--- config.mk ---
export PLATFORM = sky130hd
export DESIGN_NAME = inst_fetch_queue
export DESIGN_NICKNAME = d
export VERILOG_FILES = /design/src/rtl/mips_fetch_pkg.sv /design/src/rtl/ifq_fifo.sv /design/src/rtl/inst_fetch_queue.sv
export SDC_FILE = /design/constraint.sdc
export NUM_CORES = 1
export LEC_CHECK = 0
export ABC_AREA = 1
export CORE_ASPECT_RATIO = 0.8
export CORE_MARGIN = 5
export CORE_UTILIZATION = 50
export CTS_BUF_LIST = sky130_fd_sc_hd__clkbuf_8
export DETAILED_ROUTE_END_ITERATION = 10
export PLACE_DENSITY = 0.79
export SLEW_MARGIN = 20
export SYNTH_ARGS = -nofsm -noshare
export SYNTH_HDL_FRONTEND = slang
export SYNTH_HIERARCHICAL = 1
export SYNTH_SLANG_ARGS = --single-unit
--- constraint.sdc ---
create_clock -name clk -period 12.8 [get_ports clk]
set_clock_uncertainty 0.05 [all_clocks]
set_input_delay 3.2 -clock clk [delete_from_list [all_inputs] [get_ports clk]]
set_output_delay 3.2 -clock clk [all_outputs]
set_load 0.02 [all_outputs]
--- src/rtl/mips_fetch_pkg.sv ---
// Shared types and constants for the MIPS instruction-fetch front end.
package mips_fetch_pkg;

    localparam int          INST_W           = 32;
    localparam logic [31:0] PC_STEP          = 32'd4;
    localparam logic [31:0] RESET_PC_DEFAULT = 32'h0000_0000;

    // One queued instruction together with the address it was fetched from.
    typedef struct packed {
        logic [INST_W-1:0] inst;
        logic [31:0]       pc;
    } fetch_entry_t;

endpackage

--- src/rtl/ifq_fifo.sv ---
// In-order FIFO of fetch entries. DEPTH must be a power of two (>= 2);
// pointers wrap by masking. Flush empties the queue at the clock edge.
// Push and pop in the same cycle are legal, including when full.
module ifq_fifo
    import mips_fetch_pkg::*;
#(
    parameter int DEPTH = 4
) (
    input  logic                   clk,
    input  logic                   reset,
    input  logic                   flush,
    input  logic                   push,
    input  fetch_entry_t           din,
    input  logic                   pop,
    output fetch_entry_t           dout,
    output logic [$clog2(DEPTH):0] count,
    output logic                   empty
);

    localparam int             AW       = $clog2(DEPTH);
    localparam int             CW       = AW + 1;
    localparam logic [AW-1:0]  PTR_MASK = AW'(DEPTH - 1);

    fetch_entry_t  mem [DEPTH];
    logic [AW-1:0] wr_ptr;
    logic [AW-1:0] rd_ptr;
    logic          do_pop;

    assign empty  = (count == '0);
    assign do_pop = pop & ~empty;
    assign dout   = mem[rd_ptr];

    // Pointer and occupancy bookkeeping; flush behaves like a reset of the control state.
    always_ff @(posedge clk) begin
        if (reset || flush) begin
            wr_ptr <= '0;
            rd_ptr <= '0;
            count  <= '0;
        end else begin
            if (push) begin
                wr_ptr <= (wr_ptr + 1'b1) & PTR_MASK;
            end
            if (do_pop) begin
                rd_ptr <= (rd_ptr + 1'b1) & PTR_MASK;
            end
            count <= count + CW'(push) - CW'(do_pop);
        end
    end

    // Entry storage is data only and is never reset.
    always_ff @(posedge clk) begin
        if (push && !flush) begin
            mem[wr_ptr] <= din;
        end
    end

endmodule

--- src/rtl/inst_fetch_queue.sv ---
// Instruction-fetch front end: prefetches sequential words from imem into
// an in-order queue and hands them one at a time to the core. Redirects
// flush the queue and discard responses that are still in flight.
// Optional macro IFQ_BYPASS_EN: with an empty queue and nothing to drop, an
// incoming response is presented to the core combinationally (0-cycle latency).
module inst_fetch_queue
    import mips_fetch_pkg::*;
#(
    parameter int          DEPTH           = 4,
    parameter int          MAX_OUTSTANDING = 2,
    parameter logic [31:0] RESET_PC        = RESET_PC_DEFAULT
) (
    input  logic        clk,
    input  logic        reset,
    output logic        imem_req,
    output logic [31:0] imem_addr,
    input  logic        imem_gnt,
    input  logic        imem_rvalid,
    input  logic [31:0] imem_rdata,
    output logic        inst_valid,
    output logic [31:0] inst,
    output logic [31:0] inst_pc,
    input  logic        inst_ready,
    input  logic        redirect_valid,
    input  logic [31:0] redirect_pc,
    input  logic        halted
);

    localparam int CW = $clog2(DEPTH) + 1;
    localparam int OW = $clog2(MAX_OUTSTANDING + 1);

    logic [31:0]   fetch_pc;
    logic [31:0]   resp_pc;
    logic [31:0]   redirect_addr;
    logic [OW-1:0] outstanding;
    logic [OW-1:0] drop_cnt;
    logic [CW-1:0] count;
    logic          empty;
    fetch_entry_t  head;
    fetch_entry_t  push_entry;
    logic          gnt_fire;
    logic          resp_keep;
    logic          push;
    logic          pop;
    logic [31:0]   credit_used;
    logic          unused_redirect_lo;

    assign redirect_addr      = {redirect_pc[31:2], 2'b00};
    assign unused_redirect_lo = ^redirect_pc[1:0];

    // Slots already spoken for: queued entries plus responses that will be kept.
    assign credit_used = 32'(count) + 32'(outstanding) - 32'(drop_cnt);

    assign imem_req  = !reset && !halted && !redirect_valid
                       && (32'(outstanding) < 32'(MAX_OUTSTANDING))
                       && (credit_used < 32'(DEPTH));
    assign imem_addr = fetch_pc;
    assign gnt_fire  = imem_req & imem_gnt;

    // A response is kept only when nothing remains to be discarded and no redirect is under way.
    assign resp_keep  = imem_rvalid && (drop_cnt == '0) && !redirect_valid;
    assign push_entry = '{inst: imem_rdata, pc: resp_pc};

`ifdef IFQ_BYPASS_EN
    logic bypass;
    assign bypass     = empty && (drop_cnt == '0) && imem_rvalid && !reset;
    assign inst_valid = !empty || bypass;
    assign inst       = !empty ? head.inst : (bypass ? imem_rdata : '0);
    assign inst_pc    = !empty ? head.pc   : (bypass ? resp_pc    : '0);
    // A bypassed word consumed by the core this cycle never enters the queue.
    assign push       = resp_keep && !(bypass && inst_ready);
`else
    assign inst_valid = !empty;
    assign inst       = empty ? '0 : head.inst;
    assign inst_pc    = empty ? '0 : head.pc;
    assign push       = resp_keep;
`endif

    assign pop = !empty && inst_ready && !redirect_valid;

    ifq_fifo #(
        .DEPTH (DEPTH)
    ) u_fifo (
        .clk   (clk),
        .reset (reset),
        .flush (redirect_valid),
        .push  (push),
        .din   (push_entry),
        .pop   (pop),
        .dout  (head),
        .count (count),
        .empty (empty)
    );

    // Fetch/response PCs, in-flight request count and pending-drop count.
    always_ff @(posedge clk) begin
        if (reset) begin
            fetch_pc    <= RESET_PC;
            resp_pc     <= RESET_PC;
            outstanding <= '0;
            drop_cnt    <= '0;
        end else begin
            case ({gnt_fire, imem_rvalid})
                2'b10:   outstanding <= outstanding + 1'b1;
                2'b01:   outstanding <= outstanding - 1'b1;
                default: ;
            endcase
            if (redirect_valid) begin
                fetch_pc <= redirect_addr;
                resp_pc  <= redirect_addr;
                // Everything still in flight is stale; a response arriving now is discarded directly.
                drop_cnt <= imem_rvalid ? outstanding - 1'b1 : outstanding;
            end else begin
                if (gnt_fire) begin
                    fetch_pc <= fetch_pc + PC_STEP;
                end
                if (resp_keep) begin
                    resp_pc <= resp_pc + PC_STEP;
                end
                if (imem_rvalid && (drop_cnt != '0)) begin
                    drop_cnt <= drop_cnt - 1'b1;
                end
            end
        end
    end

    // Occupancy never exceeds the queue and responses only arrive for issued requests.
    always_ff @(posedge clk) begin
        if (!reset) begin
            assert (32'(count) <= 32'(DEPTH));
            assert (!(imem_rvalid && (outstanding == '0)));
        end
    end

endmodule

After elaboration in Yosys (flattened, before gate mapping)
Memories as Yosys holds them, arrays and structs flattened. A register that Yosys moved wholly into a read port is not among the register bits.
Cells that the tools add are included.
Storage, ports and cells
  register bits after elaboration: 75
  RAM bits: 256
  bits of input ports: 71
  output and inout bits: 98
  word-level logic and storage cells: 65
  memories kept: 1
Memories
  u_fifo.mem: words 4, bits a word 64, read ports 1, clocked after Yosys merged registers in 1, write ports 1, RTL line ifq_fifo.sv:24  | fetch_entry_t mem [DEPTH];
Operators by class
  add/sub/neg operators: 11
  magnitude comparators: 2
  equality and inequality tests: 2
  mux-type cells: 14
  bitwise logic cells: 3
  reduce and logical (&&, ||, !) cells: 23
Operators by type and width (count)
  32-bit two-way mux: 6
  32-bit by 3-bit adder with 32-bit output (second input constant): 2
  32-bit by 3-bit < comparator with 1-bit output (second input constant): 1
  1-bit logical AND: 10
  2-bit two-way mux: 5
  2-bit nonzero test: 5
  2-bit by 1-bit adder with 2-bit output (second input constant): 3
  4-bit by 2-bit subtractor with 5-bit output: 1
  3-bit by 2-bit adder with 4-bit output: 1
  1-bit logical NOT: 4
  2-bit one-hot mux with 2 select lines: 1
  2-bit by 1-bit subtractor with 2-bit output (second input constant): 2
  3-bit by 1-bit adder with 3-bit output: 1
  3-bit logical NOT: 1
  3-bit by 1-bit subtractor with 3-bit output: 1
  1-bit AND: 2
  2-bit by 1-bit == test with 1-bit output (second input constant): 1
  2-bit == test (second input constant): 1
  2-bit logical NOT: 1
  2-bit < comparator (second input constant): 1
  1-bit two-way mux: 2
  2-bit OR reduction: 1
  1-bit logical OR: 1
  1-bit inverter: 1

Depth between registers and ports, before layout
Gate-level depths: netlist (run 1).
  depth after elaboration: 8
  mapped depth: 17
  mapped depth without buffers: 16

Modules after synthesis
Netlist (run 1), hierarchy kept.
Modules (own cells, without submodules)
  ifq_fifo: instances 1, cells each 681, area an instance 9957.0 µm², sequential area each 7867.5 µm²
  inst_fetch_queue: instances 1, cells each 944, area an instance 5206.2 µm², sequential area each 1281.2 µm²

Worst setup path before layout (run 1)
No wires, ideal clock.
  path kind: input-to-reg
  from: input redirect_valid
  to: memory u_fifo/mem[0][0] in the netlist's numbering (enable)
  setup time: 0.486 ns
  data arrival time: 6.888 ns
  data required time: 12.264 ns
  slack: 5.376 ns
  stages on the path: 7
  buffers on the path: 3
  cells stage by stage: buf_6 -> nor2_1 -> buf_2 -> buf_2 -> inv_1 -> or2_2 -> nor2_1
On the way
  word-level cells in the longest chain between the ends: 5
RTL lines
  start: declaration: RTL line inst_fetch_queue.sv:24  | input logic redirect_valid,
  1-bit logical NOT: RTL line inst_fetch_queue.sv:61  | assign resp_keep = imem_rvalid && (drop_cnt == '0) && !redirect_valid;
  1-bit logical AND: RTL line inst_fetch_queue.sv:61
  via push: RTL line inst_fetch_queue.sv:43  | logic push;
  1-bit logical AND: RTL line ifq_fifo.sv:52  | if (push && !flush) begin
  1-bit two-way mux: RTL line ifq_fifo.sv:52
  1-bit two-way mux (not written as such): RTL line ifq_fifo.sv:53  | mem[wr_ptr] <= din;
  end: declaration: RTL line ifq_fifo.sv:24
The timed path passes the listed nets, and every way through them passes these cells.

Worst setup path in the final report (run 1)
  from: input redirect_valid
  to: output imem_req
On the way
  word-level cells in the longest chain between the ends: 4
RTL lines
  1-bit logical NOT: RTL line inst_fetch_queue.sv:54  | assign imem_req = !reset && !halted && !redirect_valid
  1-bit logical AND: RTL line inst_fetch_queue.sv:54
  1-bit logical AND: RTL line inst_fetch_queue.sv:55  | && (32'(outstanding) < 32'(MAX_OUTSTANDING))
  1-bit logical AND: RTL line inst_fetch_queue.sv:56  | && (credit_used < 32'(DEPTH));
  end: declaration: RTL line inst_fetch_queue.sv:15  | output logic imem_req,
No other way between the ends.

==> flow_summary.toml, run 1 <==
[cts]
post_cts_resized = 0
cts_setup_buffers = 0
htree_levels = 2
numClockSinks = 329
clkTransAtPathRegs_ns = 0.06
cts_root_buffer = "clkbuf_8"
cts-hold-fix-buffers = 0
insertion_delay_ns = 0.58
cts_tree = "built"
cts_buffer_depth = 3
cts_made_buffers = 52

[cells_and_area]
drive_gt1_share_pct = 5.796
fin_nets = 1877
utilization_pct = 59.99
synthToLayoutAreaGrowth_pct = 19.36
antenna_cells = 0
final_area_um2 = 18100

[sta]
final_hold_viol_count = 0
min_period_ns = 8.380
worst_slew_pin_slew_ns = 0.9968
post-route-period-util_pct = 65.47
tns_ns = 0
max_slew_margin_pct = 33.55
setup_viol = 0
grt_setup_unrepaired = "false"
fmax_mhz = 119.3
slew_viol_final = 0

[detailed_routing]
drt_first_pass_iters = 5
ant_nets = 0
avgRoutedWirePerCell_um = 16.92
drt_wl_total_um = 37940
post-route-drc-count = 0
vias_per_cell = 5.388
dr_total_vias = 12080
drt_iter0_drc = 1121

[critical_path]
worst-path-max-fanout = 44
end_kind = "primary output"
path_cells = "clkdlybuf4s50_1 -> buf_4 -> or2_4 -> nor2_8 -> nand3_4 -> inv_1 -> clkdlybuf4s50_1"
cp.arrival_ns = 5.13
max_stage_delay_ns = 0.60
cp-start-kind = "primary input"
cp.buffers_inverters = 4
regToRegSetupSlack_ns = 9.67
cpMostUsedCell = "clkdlybuf4s50_1"
cp.required_ns = 9.55
crit_slowest_cell = "clkdlybuf4s50_1"
path_class = "primary input to primary output"
cp_top_family = "buffers and inverters"

[yosys]
syn_inst = 1625
syn-cell-area_um2 = 15160
synth-edff-count = 256
yosys_register_bits = 329
ys_types = 41
synth_ff_type = "edfxtp_1"
ys_seq_area_share_pct = 60.34
ys_async_sr_fraction_pct = 0
ys_warn_count = 6
syn_avg_cell_area_um2 = 9.331

[die]
top_level_ports = 169
die_area_um2 = 33930
fp-row-count = 57
start_util_pct = 50.26
core-area_um2 = 30170
die_width_um = 204.7
die_h_um = 165.8

[grt]
grt_max_degree = 93
grt_pass1_vias = 11830
grt_pass1_wl_um = 60910
antenna_found_initial = 0
track_usage_pct = 21.87
overflow = 0

[placement]
dpl_cell_area_um2 = 17040
io_buffers = 164
gp_congestion = 0.8962
hpwlAfterDp_um = 23540

[power_and_ir_drop]
peakVddDrop_mv = 0.07363
powerDensity_nw_per_um2 = 125.5
p_leak_uw = 0.006828

[job]
maxCapViolCount = 0

[worst_hold_path]
min_path_type = "register to register"

[run_status]
outcome = "complete, no violations"
==> routing by layer <==
layer  vias to the layer above  routed length (um)  global-route usage [%]
li1                       5788                   -                       -
met1                      5689               16470                   31.69
met2                       551               17480                   35.09
met3                        51                3433                   3.807
met4                         0                 556                   4.572
met5                         -                   0                       0
==> sequential cells by signal, indices dropped and copies added (netlist names), named ones only <==
signal	count
u_fifo/rd_ptr	2
drop_cnt	2
u_fifo/mem	256
u_fifo/count	3
u_fifo/wr_ptr	2
resp_pc	30
imem_addr	30
outstanding	2
==> stage by stage <==
step                      total power (uW)  hold slack [ns]  std cells  setup slack (ns)
after floorplan                       1310           0.3981       1634             5.376
after global routing                  2363           0.4798       2242             4.333
after detailed placement              1389           0.4307       2149             4.411
after CTS                             2290           0.4433       2242             4.402
after global placement                1383           0.4149       2149             4.431
final                                 2272           0.4429       2242             4.420
==> Yosys cell counts (2+ instances only) <==
cell	number	share of area, %
nor2_1	307	7.6
nand2_1	267	6.6
xnor2_1	4	0.23
xor2_1	11	0.64
clkbuf_1	31	0.77
nor2_2	4	0.17
and2_1	2	0.083
or2_2	2	0.083
a21boi_1	3	0.15
buf_6	16	1.2
fa_1	2	0.26
inv_2	4	0.099
a31oi_1	9	0.37
clkbuf_2	3	0.099
nand4_1	5	0.21
dfxtp_1	73	9.6
o22ai_1	64	2.6
buf_4	8	0.40
buf_1	9	0.22
buf_2	7	0.23
o21ai_1	56	1.8
nand3b_1	6	0.30
inv_1	180	4.5
o21bai_1	2	0.099
nand3_1	93	3.1
ha_1	14	1.2
nor3_1	13	0.43
o21ai_0	118	3.9
a21oi_1	44	1.5
edfxtp_1	256	51
nor2_8	2	0.26
==> area by class of cell <==
type / count / area (um^2)
Fill cell: 2571 / 12070
Inverter: 185 / 695.7
Sequential cell: 329 / 9154
Tap cell: 413 / 516.7
Clock inverter: 40 / 327.8
Multi-Input combinational cell: 1046 / 4943
Clock buffer: 53 / 729.5
Timing Repair Buffer: 176 / 1732
==> layout by cell type, fill, tap and decap left out, types with 6 or more instances in the layout <==
cell type | netlist | routed
nor2_1 | 307 | 303
nand2_1 | 267 | 267
edfxtp_1 | 256 | 256
inv_1 | 180 | 192
clkdlybuf4s50_1 | 0 | 164
o21ai_0 | 118 | 118
nand3_1 | 93 | 93
dfxtp_1 | 73 | 71
o22ai_1 | 64 | 64
o21ai_1 | 56 | 56
clkbuf_8 | 0 | 53
a21oi_1 | 44 | 44
ha_1 | 14 | 14
nor3_1 | 13 | 13
buf_4 | 8 | 12
xor2_1 | 11 | 11
conb_1 | 1 | 10
clkinv_1 | 1 | 10
a31oi_1 | 9 | 9
clkinv_2 | 0 | 9
nand3b_1 | 6 | 6
==> power breakdown <==
part           total, uW  internal, uW  switching [uW]
logic                165          67.8            97.1
clock network        903           491             412
registers           1200          1170            29.4
==> worst paths after layout <==
kind | from | to | depth (start not counted)
setup reg to reg | outstanding[1] | outstanding[1] | 12
hold / removal | u_fifo/rd_ptr[0] | register | 2
setup / recovery | redirect_valid | imem_req | 7
hold reg to reg | u_fifo/rd_ptr[0] | register | 2
==> worst min-delay path, cell delays in order, from the launching register on <==
cell and delay, ns:
dfxtp_1 0.33, a21oi_1 0.05, nor2_1 0.08
==> cells by family after synthesis <==
logic type,after synthesis,synth area share [%]
buf+inv,259,7.484
compound gates,300,10.68
simple gates,705,19.19
fa+ha+maj,16,1.419
flops,329,60.33
other cells,1,0.02473
xor+xnor,15,0.8664
Power figures use the tool's default switching activity.
==> run 2: changes to the inputs <==
==> constraint.sdc (replaced) <==
create_clock -name clk -period 8.1 [get_ports clk]
set_clock_uncertainty 0.05 [all_clocks]
set_input_delay 2.025 -clock clk [delete_from_list [all_inputs] [get_ports clk]]
set_output_delay 2.025 -clock clk [all_outputs]
set_load 0.02 [all_outputs]
==> run 2 against run 1 <==
  * Die area stayed put
  * Sequential power is 58% higher
  * Cell count hardly changed
  * Via count is 1.2% lower
  * Final area is 0.35% lower
  * Critical endpoint unchanged
  * Largest power group unchanged
==> flow_summary.toml, run 2 (synthesized netlist as in run 1, its figures left out) <==
[critical_path]
cp-start-kind = "primary input"
worst-path-max-fanout = 44
cp.required_ns = 6.03
cpMostUsedCell = "clkdlybuf4s50_1"
cp.arrival_ns = 3.95
path_cells = "clkdlybuf4s50_1 -> buf_4 -> or2_4 -> nor2_8 -> nand3_4 -> inv_1 -> clkdlybuf4s50_1"
cp_top_family = "buffers and inverters"
end_kind = "primary output"
max_stage_delay_ns = 0.60
crit_slowest_cell = "clkdlybuf4s50_1"
regToRegSetupSlack_ns = 5.01
cp.buffers_inverters = 4
path_class = "primary input to primary output"

[die]
die_h_um = 165.8
start_util_pct = 50.26
die_width_um = 204.7
fp-row-count = 57
top_level_ports = 169
die_area_um2 = 33930
core-area_um2 = 30170

[detailed_routing]
ant_nets = 0
avgRoutedWirePerCell_um = 16.44
wl_met1_um = 16430
drt_iter0_drc = 1186
drt_first_pass_iters = 7
drt_wl_total_um = 36880
dr_total_vias = 11940
wl_met3_um = 3313
vias_per_cell = 5.323
top_layer_used = "met4"
wl_met2_um = 16640
post-route-drc-count = 0

[cts]
clkTransAtPathRegs_ns = 0.06
numClockSinks = 329
cts_tree = "built"
cts_root_buffer = "clkbuf_8"
htree_levels = 2
insertion_delay_ns = 0.57
cts_setup_buffers = 0
cts-hold-fix-buffers = 0
cts_buffer_depth = 3
cts_made_buffers = 51
post_cts_resized = 0

[sta]
setup_viol = 0
worst_slew_pin_slew_ns = 0.9714
fmax_mhz = 166.1
max_slew_margin_pct = 35.24
min_period_ns = 6.021
final_hold_viol_count = 0
tns_ns = 0
grt_setup_unrepaired = "false"
post-route-period-util_pct = 74.33
slew_viol_final = 0

[power_and_ir_drop]
peakVddDrop_mv = 0.1117
powerDensity_nw_per_um2 = 193.6
p_leak_uw = 0.006801
finalPower_uw = 3491

[cells_and_area]
layout_commonest_cell = "nor2_1"
fin_nets = 1877
drive_gt1_share_pct = 5.519
largest_reg_flops = 256
top_register = "u_fifo/mem"
layout_common_cells = "nor2_1 (303), nand2_1 (267), edfxtp_1 (256)"
fillers = 2521
final_area_um2 = 18030
antenna_cells = 0
synthToLayoutAreaGrowth_pct = 18.94

[grt]
grt_pass1_vias = 11580
overflow = 0
grt_max_degree = 83
grt_pass1_wl_um = 59040
track_usage_pct = 21.16
antenna_found_initial = 0

[run_status]
outcome = "complete, no violations"

[placement]
gp_congestion = 0.8849
hpwlAfterDp_um = 23530
dpl_cell_area_um2 = 17050
io_buffers = 164

[worst_hold_path]
min_path_type = "register to register"

[job]
maxCapViolCount = 0
run 2: tightest hold or removal path: cells and delay by family, from the launching register on:
kind / cells / cell delay, ns
flops: 1 / 0.33
simple gates: 1 / 0.08
compound gates: 1 / 0.06
run 2: routing by layer:
| metal | up-vias | GRT usage [%] |
|---|---|---|
| li1 | 5781 | - |
| met1 | 5591 | 30.74 |
| met2 | 519 | 33.55 |
| met3 | 48 | 4.217 |
| met4 | 0 | 4.252 |
| met5 | - | 0 |
run 2: worst paths after layout:
kind	from	endpoint	cells after the start
max	redirect_valid	imem_req	7
max reg2reg	outstanding[1]	outstanding[1]	12
min	u_fifo/rd_ptr[0]	register	2
min reg2reg	u_fifo/rd_ptr[0]	register	2
run 2: final cells by class:
class,instances,area (um^2),share of cell area [%]
Clock buffer,55,757.0,4.197
Sequential cell,329,9154,50.76
Clock inverter,38,227.7,1.263
Multi-Input combinational cell,1046,4943,27.41
Timing Repair Buffer,177,1739,9.643
Inverter,185,696.9,3.864
Tap cell,413,516.7,2.865
run 2: where the power goes:
part | switching, uW | internal, uW | total, uW
clock | 636 | 694 | 1330
combinational | 152 | 107 | 259
sequential | 46.1 | 1860 | 1900
run 2: per-stage QoR:
stage | hold slack [ns] | std cells | util (%) | worst slack (ns)
after floorplan | 0.3981 | 1634 | - | 1.851
after global placement | 0.4122 | 2150 | 56.51 | 2.086
after detailed placement | 0.4312 | 2150 | 56.51 | 2.076
after CTS | 0.4534 | 2243 | 59.78 | 1.851
after global routing | 0.4886 | 2243 | 59.78 | 1.996
final | 0.4521 | 2243 | 59.78 | 2.079
